--- src/rtl/fetch_program_counter_pkg.sv ---
// Shared fetch-stage definitions: machine word, pipeline stall encoding and
// the program counter state set used by the fetch front end.
package GENERAL_DEFS;

  // Native machine word; fetch addresses default to this width.
  localparam int WORD = 32;

  // Pipeline stall signalling, with the level that means "hold the pipe".
  typedef logic stall_pipeline_sig;
  localparam stall_pipeline_sig STALL_PIPELINE = 1'b1;

  // Program counter operating states.
  // PC_BOOT  : waiting out the post-reset settle window, no valid fetch yet
  // PC_RUN   : fetching, PC advances whenever the pipe is not stalled
  // PC_FLUSH : instruction memory is refetching after a redirect
  typedef enum logic [1:0] {
    PC_BOOT  = 2'd0,
    PC_RUN   = 2'd1,
    PC_FLUSH = 2'd2
  } pc_state_e;

  // Width of the shared boot/flush bubble counter (holds 0..15).
  localparam int BUBBLE_COUNT_WIDTH = 4;

  // True when value is a nonzero power of two.
  function automatic logic is_pow2(input int unsigned value);
    return (value != 0) && ((value & (value - 1)) == 0);
  endfunction

endpackage

--- src/rtl/fetch_program_counter_redirect_bubble_counter.sv ---
// Shared down-counter for the boot settle window and the post-redirect
// bubble window. The owner loads a count, enables decrements on cycles
// where a bubble is consumed, and watches done_o to know that the current
// cycle is the final invalid one.
module redirect_bubble_counter
  import GENERAL_DEFS::*;
#(
  parameter logic [BUBBLE_COUNT_WIDTH-1:0] RESET_COUNT = '0
) (
  input  logic                          clk_i,
  input  logic                          reset_i,
  input  logic                          load_i,
  input  logic [BUBBLE_COUNT_WIDTH-1:0] load_value_i,
  input  logic                          dec_i,
  output logic                          done_o
);

  logic [BUBBLE_COUNT_WIDTH-1:0] count_q;

  // Reset to the boot window, reload on redirect, otherwise count down to zero.
  always_ff @(posedge clk_i) begin
    if (reset_i) begin
      count_q <= RESET_COUNT;
    end else if (load_i) begin
      count_q <= load_value_i;
    end else if (dec_i && (count_q != '0)) begin
      count_q <= count_q - BUBBLE_COUNT_WIDTH'(1);
    end
  end

  // The last bubble is the one being consumed while the count reads one.
  assign done_o = (count_q == BUBBLE_COUNT_WIDTH'(1));

endmodule

--- src/rtl/fetch_program_counter.sv ---
// Instruction-fetch program counter. Produces the registered fetch address
// and a fetch-valid flag for the head of the fetch stage. Handles sequential
// advance with pipeline stalls, branch redirects with alignment checking,
// a post-reset boot window and a post-redirect bubble window while the
// instruction memory refetches.
module fetch_program_counter
  import GENERAL_DEFS::*;
#(
  parameter int unsigned           ADDR_WIDTH       = WORD,
  parameter logic [ADDR_WIDTH-1:0] RESET_ADDR       = '0,
  parameter int unsigned           INSTR_BYTES      = 2,
  parameter int unsigned           REDIRECT_BUBBLES = 1,
  parameter int unsigned           BOOT_WAIT        = 0
) (
  input  logic                  clk_i,
  input  logic                  reset_i,
  input  stall_pipeline_sig     stall_pipeline_i,
  input  logic                  branch_valid_i,
  input  logic [ADDR_WIDTH-1:0] branch_target_i,
  output logic [ADDR_WIDTH-1:0] program_counter_o,
  output logic                  is_valid_o,
  output logic                  misaligned_o
);

  // Number of address bits inside one instruction; these are dropped on redirect.
  localparam int unsigned OFFSET_BITS = $clog2(INSTR_BYTES);

  localparam logic [ADDR_WIDTH-1:0] PC_STEP     = ADDR_WIDTH'(INSTR_BYTES);
  localparam logic [ADDR_WIDTH-1:0] OFFSET_MASK = ADDR_WIDTH'(INSTR_BYTES - 1);

  localparam logic [BUBBLE_COUNT_WIDTH-1:0] BOOT_COUNT     = BUBBLE_COUNT_WIDTH'(BOOT_WAIT);
  localparam logic [BUBBLE_COUNT_WIDTH-1:0] REDIRECT_COUNT = BUBBLE_COUNT_WIDTH'(REDIRECT_BUBBLES);

  // With no boot window the first cycle after reset already fetches.
  localparam pc_state_e RESET_STATE = (BOOT_WAIT > 0) ? PC_BOOT : PC_RUN;

  // A redirect with no bubbles goes straight back to fetching.
  localparam pc_state_e REDIRECT_STATE = (REDIRECT_BUBBLES > 0) ? PC_FLUSH : PC_RUN;

  // Reject parameter sets that would produce a misbehaving counter.
  if (!is_pow2(INSTR_BYTES) || ((INSTR_BYTES != 2) && (INSTR_BYTES != 4))) begin : g_bad_instr_bytes
    $error("fetch_program_counter: INSTR_BYTES must be a power of two, 2 or 4");
  end
  if ((RESET_ADDR & OFFSET_MASK) != '0) begin : g_bad_reset_addr
    $error("fetch_program_counter: RESET_ADDR must be INSTR_BYTES-aligned");
  end
  if (REDIRECT_BUBBLES > 15) begin : g_bad_redirect_bubbles
    $error("fetch_program_counter: REDIRECT_BUBBLES must be in 0..15");
  end
  if (BOOT_WAIT > 15) begin : g_bad_boot_wait
    $error("fetch_program_counter: BOOT_WAIT must be in 0..15");
  end

  pc_state_e             state_q;
  pc_state_e             state_d;
  logic [ADDR_WIDTH-1:0] pc_q;
  logic [ADDR_WIDTH-1:0] pc_d;
  logic                  misaligned_q;
  logic                  misaligned_d;

  logic                   stalled;
  logic [ADDR_WIDTH-1:0]  aligned_target;
  logic [OFFSET_BITS-1:0] target_offset;
  logic                   count_load;
  logic                   count_dec;
  logic                   count_done;

  assign stalled        = (stall_pipeline_i == STALL_PIPELINE);
  assign aligned_target = branch_target_i & ~OFFSET_MASK;
  assign target_offset  = branch_target_i[OFFSET_BITS-1:0];

  // Every redirect restarts the bubble window; bubbles drain only while the
  // pipe moves, and a redirect cycle never counts as a consumed bubble.
  assign count_load = branch_valid_i;
  assign count_dec  = (state_q != PC_RUN) && !stalled && !branch_valid_i;

  redirect_bubble_counter #(
    .RESET_COUNT (BOOT_COUNT)
  ) u_bubble_counter (
    .clk_i        (clk_i),
    .reset_i      (reset_i),
    .load_i       (count_load),
    .load_value_i (REDIRECT_COUNT),
    .dec_i        (count_dec),
    .done_o       (count_done)
  );

  // Next state: redirects dominate; waiting states leave once the last bubble drains.
  always_comb begin
    state_d = state_q;
    if (branch_valid_i) begin
      state_d = REDIRECT_STATE;
    end else begin
      case (state_q)
        PC_BOOT, PC_FLUSH: begin
          if (!stalled && count_done) begin
            state_d = PC_RUN;
          end
        end
        default: begin
          state_d = state_q;
        end
      endcase
    end
  end

  // Next PC: take the aligned redirect target, else step only while fetching unstalled.
  always_comb begin
    pc_d = pc_q;
    if (branch_valid_i) begin
      pc_d = aligned_target;
    end else if ((state_q == PC_RUN) && !stalled) begin
      pc_d = pc_q + PC_STEP;
    end
  end

  // Flag a redirect whose target had offset bits set; clears on any other cycle.
  always_comb begin
    misaligned_d = 1'b0;
    if (branch_valid_i && (target_offset != '0)) begin
      misaligned_d = 1'b1;
    end
  end

  // State registers; reset dominates every other request.
  always_ff @(posedge clk_i) begin
    if (reset_i) begin
      state_q      <= RESET_STATE;
      pc_q         <= RESET_ADDR;
      misaligned_q <= 1'b0;
    end else begin
      state_q      <= state_d;
      pc_q         <= pc_d;
      misaligned_q <= misaligned_d;
    end
  end

  assign program_counter_o = pc_q;
  assign is_valid_o        = (state_q == PC_RUN);
  assign misaligned_o      = misaligned_q;

endmodule

--- config.mk ---
export PLATFORM = sky130hd
export DESIGN_NAME = fetch_program_counter
export DESIGN_NICKNAME = d
export VERILOG_FILES = /design/src/rtl/fetch_program_counter_pkg.sv /design/src/rtl/fetch_program_counter_redirect_bubble_counter.sv /design/src/rtl/fetch_program_counter.sv
export SDC_FILE = /design/constraint.sdc
export NUM_CORES = 1
export LEC_CHECK = 0
export ABC_CLOCK_PERIOD_IN_PS = 3250
export BUFFER_PORTS_ARGS = -buffer_cell sky130_fd_sc_hd__buf_2
export CORE_ASPECT_RATIO = 1.4
export CORE_UTILIZATION = 48
export CTS_CLUSTER_SIZE = 24
export DETAILED_ROUTE_END_ITERATION = 12
export PLACE_DENSITY = 0.76
export SETUP_SLACK_MARGIN = 0.05
export SYNTH_ARGS = -nofsm -noshare
export SYNTH_HDL_FRONTEND = slang
export SYNTH_SLANG_ARGS = --single-unit
--- constraint.sdc ---
create_clock -name clk_i -period 3.25 [get_ports clk_i]
set_input_delay 0.4875 -clock clk_i [delete_from_list [all_inputs] [get_ports clk_i]]
set_output_delay 0.4875 -clock clk_i [all_outputs]
set_load 0.02 [all_outputs]
==> results of run 1 <==
## cell usage in the layout (no fill, tap or decap), drive strengths merged, types with 9 or more instances in the layout
cell    instances
inv            13
or4             9
buf            69
nand3          10
a211oi         10
nand2          15
a311oi         13
nor2           33
dfxtp          38
nand4           9
## kinds of logic after synthesis
| logic type | Yosys count | share of synthesized area, % |
|---|---|---|
| and+or+nand+nor | 115 | 30.9 |
| adders and majority gates | 3 | 1.75 |
| buffers and inverters | 28 | 5.18 |
| other | 1 | 0.175 |
| xor gates and xnor gates | 11 | 4.48 |
| DFF | 38 | 35.4 |
| AOI/OAI and AO/OA | 64 | 22.1 |
## registers in the layout, summed over array words and instances (netlist names)
register and flops:
program_counter_o 31, u_bubble_counter.count_q 4, state_q 2, misaligned_o 1
## power breakdown
| part | leakage, nW | switching [W] | internal [W] |
|---|---|---|---|
| Sequential | 0.316 | 0.0000464 | 0.000499 |
| Combinational | 0.682 | 0.000111 | 0.0000771 |
| Clock | 0.0482 | 0.000164 | 0.000171 |
## final cells by class
| cell class | instances | share of cell area (%) |
|---|---|---|
| clock buffers | 7 | 3.32 |
| clock inverters | 1 | 0.192 |
| inverters | 13 | 1.88 |
| multi-input cells | 194 | 49.1 |
| flip-flops and latches | 38 | 29.3 |
| well taps | 60 | 2.89 |
| repair buffers | 69 | 13.4 |
## cell usage after synthesis, drive strengths merged
| cell type | instances | share of area, % |
|---|---|---|
| a31oi | 1 | 0.29 |
| nand3 | 10 | 2.3 |
| nand2b | 1 | 0.29 |
| o31a | 4 | 1.6 |
| clkbuf | 9 | 1.6 |
| xnor2 | 6 | 2.4 |
| a2111oi | 2 | 0.82 |
| xor2 | 5 | 2.0 |
| ha | 3 | 1.7 |
| nand4bb | 1 | 0.52 |
| and4bb | 1 | 0.58 |
| a311oi | 13 | 5.3 |
| and3 | 5 | 1.5 |
| or4b | 1 | 0.47 |
| o211ai | 3 | 1.0 |
| a21o | 4 | 1.4 |
| a21oi | 6 | 1.4 |
| buf | 6 | 1.3 |
| nor4 | 5 | 1.7 |
| and2 | 2 | 0.58 |
| nand4 | 9 | 3.3 |
| a32oi | 3 | 1.2 |
| nor4b | 1 | 0.41 |
| or3b | 1 | 0.41 |
| nor3 | 1 | 0.23 |
| nand2 | 15 | 2.6 |
| a221oi | 2 | 0.82 |
| and4 | 8 | 3.3 |
| nand4b | 2 | 0.82 |
| a211oi | 10 | 3.5 |
| or4 | 9 | 3.1 |
| a2bb2oi | 1 | 0.41 |
| o21ai | 8 | 1.9 |
| or2 | 2 | 0.58 |
| inv | 13 | 2.3 |
| nor2 | 33 | 5.8 |
| dfxtp | 38 | 35 |
| or3 | 8 | 2.3 |
| conb | 1 | 0.17 |
| o31ai | 7 | 2.4 |
## layer usage
layer	vias to the layer above	global-route usage, %	wire length (microns)
met5	-	0	0
met4	0	11.9	112
met3	11	4.62	199
met2	62	40.5	2740
met1	1034	27.8	2420
li1	1116	-	-
## worst paths after layout
path / from / to / slack (ns) / cells after the start
setup / recovery: program_counter_o[2] / program_counter_o[17] / 0.97 / 5
hold / removal: branch_target_i[0] / misaligned_o / 0.40 / 2
setup reg to reg: program_counter_o[2] / program_counter_o[17] / 0.97 / 5
hold reg to reg: u_bubble_counter.count_q[1] / u_bubble_counter.count_q[1] / 0.53 / 2
## through the flow
stage | worst slack, ns | cell area (sq um) | std cells | utilization, %
after CTS | 0.956 | 2600 | 382 | 60.8
after floorplan | 1.08 | 2150 | 260 | -
after detailed placement | 0.866 | 2510 | 374 | 58.7
final | 0.966 | 2600 | 382 | 60.8
after global routing | 0.764 | 2600 | 382 | 60.8
after global placement | 0.908 | 2510 | 374 | 58.7
==> qor.yml, run 1 <==
outcome: "complete, no violations"
cts_tree: "built"
cts_setup_buffers: 0
crit_buf_inv: 0
ys_ff_latch: 38
grt_setup_unrepaired: "no"
crit_chain: "ha_1 -> nand4bb_1 -> or3_1 -> or4_1 -> a311oi_1"
power_density_nw_per_um2: 411
postSynthAreaPerCell_sq_um: 8.26
rows: 28
setup_viol: 0
htreeDepth: 2
hold_ws_ns: 0.398
grt_pass1_vias: 1987
layout.nets: 360
p_total_w: 0.00107
cts_hold_buf: 0
clk_pin_slew_worst_paths_ns: 0.07
hold_viol: 0
gp_congestion: 0.820
holdCritPathClass: "in -> reg"
antenna_found_initial: 0
track_usage_pct: 23.6
worstMarginPinSlew_ns: 0.799
slew_violations: 0
cts_root_buf: "clkbuf_8"
layout_min_cycle_time_ns: 2.28
register_area_sq_um: 761
clock_sinks: 38
critPathCaptureType: "flip-flop"
wl_mm: 5.47
diodes: 0
ys_warn_count: 0
ios: 70
fin_crit_sh_pct: 70.3
num_vias: 2223
coreArea_sq_um: 4270
cts_buffers: 5
criticalPathCategory: "reg -> reg"
drtIter0Drc: 116
clock_path_buffers: 2
cp_max_fo: 9
required_ns: 3.46
cp_slowest_cell: "or3_1"
hpwl_mm: 3.98
ys_seq_area_share_pct: 35.4
start_kind: "flip-flop"
crit_family: "simple AND/OR/NAND/NOR gates"
leakage_nw: 1.05
routed_via_density: 5.82
yosysUniqueCellTypes: 44
grt-ovfl-total: 0
drc: 0
slew-limit-headroom_pct: 46.2
cts_resized: 0
insertion_delay_ns: 0.29
drtPass1Iterations: 4
cap_violations: 0
synthCells: 260
skew_ns: 0.00597
worstPathArrival_ns: 2.49
syn_to_final_growth_pct: 21.0
multi_input_area_sq_um: 1280
fmax_mhz: 438
drtAntennaViolNets: 0
fillers: 409
start_util_pct: 50.3
die-area_sq_um: 4750
dieWidth_microns: 58.5
tns_ns: 0
drive_above_1_share_pct: 25.5
grt_pass1_wl_mm: 8.64
die_y_microns: 81.2
wl_per_cell_microns: 14.3
synthesis.nets: 299
portBuffers: 68
ir_drop_uv: 380
syn-cell-area_sq_um: 2150
cpPeakStageDelay_ns: 0.53
grt_max_degree: 33
Power figures use the tool's default switching activity.
==> run 2, diff against run 1 <==
--- a/config.mk
+++ b/config.mk
@@ -5,13 +5,14 @@
 export SDC_FILE = /design/constraint.sdc
 export NUM_CORES = 1
 export LEC_CHECK = 0
-export ABC_CLOCK_PERIOD_IN_PS = 3250
+export ABC_AREA = 1
+export ABC_CLOCK_PERIOD_IN_PS = 2100
 export BUFFER_PORTS_ARGS = -buffer_cell sky130_fd_sc_hd__buf_2
 export CORE_ASPECT_RATIO = 1.4
 export CORE_UTILIZATION = 48
 export CTS_CLUSTER_SIZE = 24
 export DETAILED_ROUTE_END_ITERATION = 12
-export PLACE_DENSITY = 0.76
+export PLACE_DENSITY = 0.77
 export SETUP_SLACK_MARGIN = 0.05
 export SYNTH_ARGS = -nofsm -noshare
 export SYNTH_HDL_FRONTEND = slang
==> constraint.sdc (replaced) <==
create_clock -name clk_i -period 2.1 [get_ports clk_i]
set_input_delay 0.315 -clock clk_i [delete_from_list [all_inputs] [get_ports clk_i]]
set_output_delay 0.315 -clock clk_i [all_outputs]
set_load 0.02 [all_outputs]
==> run 2 against run 1 <==
Effect of this change: synthesized cell count up 58%; die area up 18%; sequential power increased by 51%; via count rose by 29%; highest routed layer unchanged; count of clock-buffer cells in the layout shrank 1; cell area grew 16%; largest power group unchanged.
==> qor.yml, run 2 <==
outcome: "complete, no violations"  # unchanged
r2r_end: "program_counter_o[15]"  # was program_counter_o[17]
cpPeakStageDelay_ns: 0.38  # was 0.53 ns
ys_ff_latch: 38  # unchanged
ys_seq_area_share_pct: 29.8  # was 35.4%
grt_max_degree: 25  # was 33
syn-cell-area_sq_um: 2560  # was 2150 sq um
synth_top_area_cell: "dfxtp_1"  # unchanged
fillers: 536  # was 409
htreeDepth: 2  # unchanged
clk_pin_slew_worst_paths_ns: 0.08  # was 0.07 ns
fmax_mhz: 616  # was 438 MHz
crit_buf_inv: 0  # unchanged
num_vias: 2867  # was 2223
die-area_sq_um: 5630  # was 4750 sq um
power_density_nw_per_um2: 553  # was 411 nW/um^2
drive_above_1_share_pct: 21.6  # was 25.5%
p_total_w: 0.00167  # was 0.00107 W
wl_per_cell_microns: 12.6  # was 14.3 microns
clock_sinks: 38  # unchanged
grt_pass1_wl_mm: 11.2  # was 8.64 mm
worst_r2r_path_depth: 8  # was 5
postLayoutCoreUtil_pct: 58.7  # was 60.8%
postSynthAreaPerCell_sq_um: 6.22  # was 8.26 sq um
grt_pass1_vias: 2606  # was 1987
switching_share_pct: 31.5  # was 30.1%
hpwl_mm: 5.23  # was 3.98 mm
power_frac_seq_pct: 49.3  # was 51.0%
grtUsageMet2_pct: 48.1  # was 40.5%
start_kind: "flip-flop"  # unchanged
syn_to_final_growth_pct: 18.5  # was 21.0%
routed_via_density: 5.28  # was 5.82
critPathCaptureType: "flip-flop"  # unchanged
drc: 0  # unchanged
synth-edff-count: 0  # unchanged
wl_mm: 6.86  # was 5.47 mm
ios: 70  # unchanged
track_usage_pct: 25.2  # was 23.6%
rows: 31  # was 28
grt_setup_unrepaired: "no"  # unchanged
cts_setup_buffers: 0  # unchanged
ir_drop_uv: 489  # was 380 uV
crit_family: "simple AND/OR/NAND/NOR gates"  # unchanged
leakage_nw: 1.39  # was 1.05 nW
layout_min_cycle_time_ns: 1.62  # was 2.28 ns
cts_resized: 0  # unchanged
top_usage_layer: "met2"  # unchanged
gp_congestion: 0.943  # was 0.820
hold_viol: 0  # unchanged
tns_ns: 0  # unchanged
hold_ws_ns: 0.234  # was 0.398 ns
intPower_w: 0.00115  # was 0.000747 W
crit_chain: "ha_1 -> nand2_2 -> nor2_2 -> nand3_1 -> nor2_4 -> xor2_1 -> nand2_1 -> a21oi_1"  # was ha_1 -> nand4bb_1 -> or3_1 -> or4_1 -> a311oi_1
cts_root_buf: "clkbuf_8"  # unchanged
register_area_sq_um: 761  # unchanged
setup_viol: 0  # unchanged
cts_buffers: 5  # unchanged
yosysUniqueCellTypes: 37  # was 44
fin_cells: 543  # was 382
synthCells: 411  # was 260
start_util_pct: 49.6  # was 50.3%
synth_area_leaders: "dfxtp_1 30%, nand2_1 17%, nand3_1 7.6%"  # was dfxtp_1 35%, nor2_1 5.8%, a311oi_1 5.3%
grt-ovfl-total: 0  # unchanged
cts_hold_buf: 0  # unchanged
min_to: "program_counter_o[4]"  # was misaligned_o
slew_violations: 0  # unchanged
cts_tree: "built"  # unchanged
diodes: 0  # unchanged
dieWidth_microns: 63.7  # was 58.5 microns
synthTopCellsByCount: "118 x nand2_1, 51 x inv_1, 49 x nor2_1"  # was 38 x dfxtp_1, 33 x nor2_1, 15 x nand2_1
worstHoldPathCells: 3  # was 2
drtIter0Drc: 142  # was 116
hp-start: "branch_target_i[4]"  # was branch_target_i[0]
insertion_delay_ns: 0.29  # about the same
coreArea_sq_um: 5160  # was 4270 sq um
die_y_microns: 88.3  # was 81.2 microns
async_reset_ff_share_pct: 0  # unchanged
cap_violations: 0  # unchanged
worstPathArrival_ns: 1.85  # was 2.49 ns
required_ns: 2.33  # was 3.46 ns
ys_warn_count: 0  # unchanged
combPwrFrac_pct: 20.2  # was 17.6%
antenna_found_initial: 0  # unchanged
skew_ns: 0.00803  # was 0.00597 ns
drtAntennaViolNets: 0  # unchanged
largest_register_ffs: 31  # unchanged
portBuffers: 68  # unchanged
dp.cells: 537  # was 374
ys.flop_type: "dfxtp_1"  # unchanged
holdCritPathClass: "in -> reg"  # unchanged
synth.top_cell.area_share_pct: 29.8  # was 35.4%
cp_slowest_cell: "dfxtp_1"  # was or3_1
grt_use_met1_pct: 28.0  # was 27.8%
fin_crit_sh_pct: 77.3  # was 70.3%
p_switching_w: 0.000528  # was 0.000321 W
multi_input_area_sq_um: 1540  # was 1280 sq um
startpoint: "program_counter_o[1]"  # was program_counter_o[2]
criticalPathCategory: "reg -> reg"  # unchanged
drtPass1Iterations: 5  # was 4
layout_commonest_cell: "nand2_1"  # was buf_2
layout_common_cells: "118 x nand2_1, 68 x buf_2, 51 x inv_1"  # was 68 x buf_2, 38 x dfxtp_1, 33 x nor2_1
grtUsageMet3_pct: 3.22  # was 4.62%
yosysMostFrequentCell: "nand2_1"  # was dfxtp_1
p_clk_share_pct: 30.4  # was 31.4%
clock_path_buffers: 2  # unchanged
synthesis.nets: 450  # was 299
worstReg2RegStart: "program_counter_o[1]"  # was program_counter_o[2]
layout.nets: 517  # was 360
r2r_setup_slack_ns: 0.48  # was 0.97 ns
cp_max_fo: 5  # was 9
==> run 2: changes by cell type in the layout (fill, tap and decap cells not counted), sizes merged, moves of 9 or more <==
cell / previous run / this run
o21ai: 8 / 17
nor2: 33 / 63
nand3: 10 / 39
or4: 9 / 0
a311oi: 13 / 0
inv: 13 / 52
a21oi: 6 / 24
nand2: 15 / 125
a211oi: 10 / 0
==> run 2: metal layers <==
| layer | up-vias | wire length [microns] |
|---|---|---|
| met5 | - | 0 |
| met4 | 0 | 105 |
| met3 | 10 | 295 |
| met2 | 102 | 3640 |
| met1 | 1310 | 2820 |
| li1 | 1445 | - |
==> run 2: worst max-delay path by stage <==
| stage | end | slack, ns | depth (start not counted) |
|---|---|---|---|
| floorplan | program_counter_o[21] | 0.54 | 8 |
| global placement | program_counter_o[15] | 0.52 | 8 |
| detailed placement | program_counter_o[15] | 0.49 | 8 |
| CTS | program_counter_o[15] | 0.48 | 8 |
| global route | program_counter_o[15] | 0.30 | 8 |
| finish | program_counter_o[15] | 0.48 | 8 |
==> run 2: worst register-to-register path: stages, from the launching register on <==
cell and delay (ns):
dfxtp_1 0.38, ha_1 0.20, nand2_2 0.08, nor2_2 0.14, nand3_1 0.20, nor2_4 0.19
xor2_1 0.19, nand2_1 0.07, a21oi_1 0.12
==> run 2: cell type report <==
| cell class | instances | share of cell area (%) |
|---|---|---|
| well taps | 66 | 2.73 |
| flip-flops and latches | 38 | 25.1 |
| inverters | 52 | 6.45 |
| multi-input cells | 309 | 50.7 |
| repair buffers | 72 | 12.2 |
| clock buffers | 6 | 2.73 |
==> run 2: cell families after synthesis <==
family / after synthesis / synth area share (%)
flops: 38 / 29.8
buf+inv: 64 / 10.1
simple gates: 239 / 42.7
xor+xnor: 6 / 2.06
compound gates: 60 / 13.7
other cells: 1 / 0.147
fa+ha+maj: 3 / 1.47
==> run 2: power groups by stage <==
stage / logic (W) / registers [W] / clock network [W]
finish: 0.000338 / 0.000825 / 0.000509
global route: 0.000377 / 0.000832 / 0.000543
CTS: 0.000340 / 0.000824 / 0.000521
detailed placement: 0.000339 / 0.000840 / 0
global placement: 0.000331 / 0.000839 / 0
floorplan: 0.000183 / 0.000873 / 0
==> run 2: per-stage QoR <==
| step | setup slack (ns) | instance area, sq um |
|---|---|---|
| final | 0.477 | 3030 |
| after global routing | 0.298 | 3030 |
| after CTS | 0.478 | 3030 |
| after detailed placement | 0.490 | 2950 |
| after global placement | 0.517 | 2950 |
| after floorplan | 0.541 | 2560 |
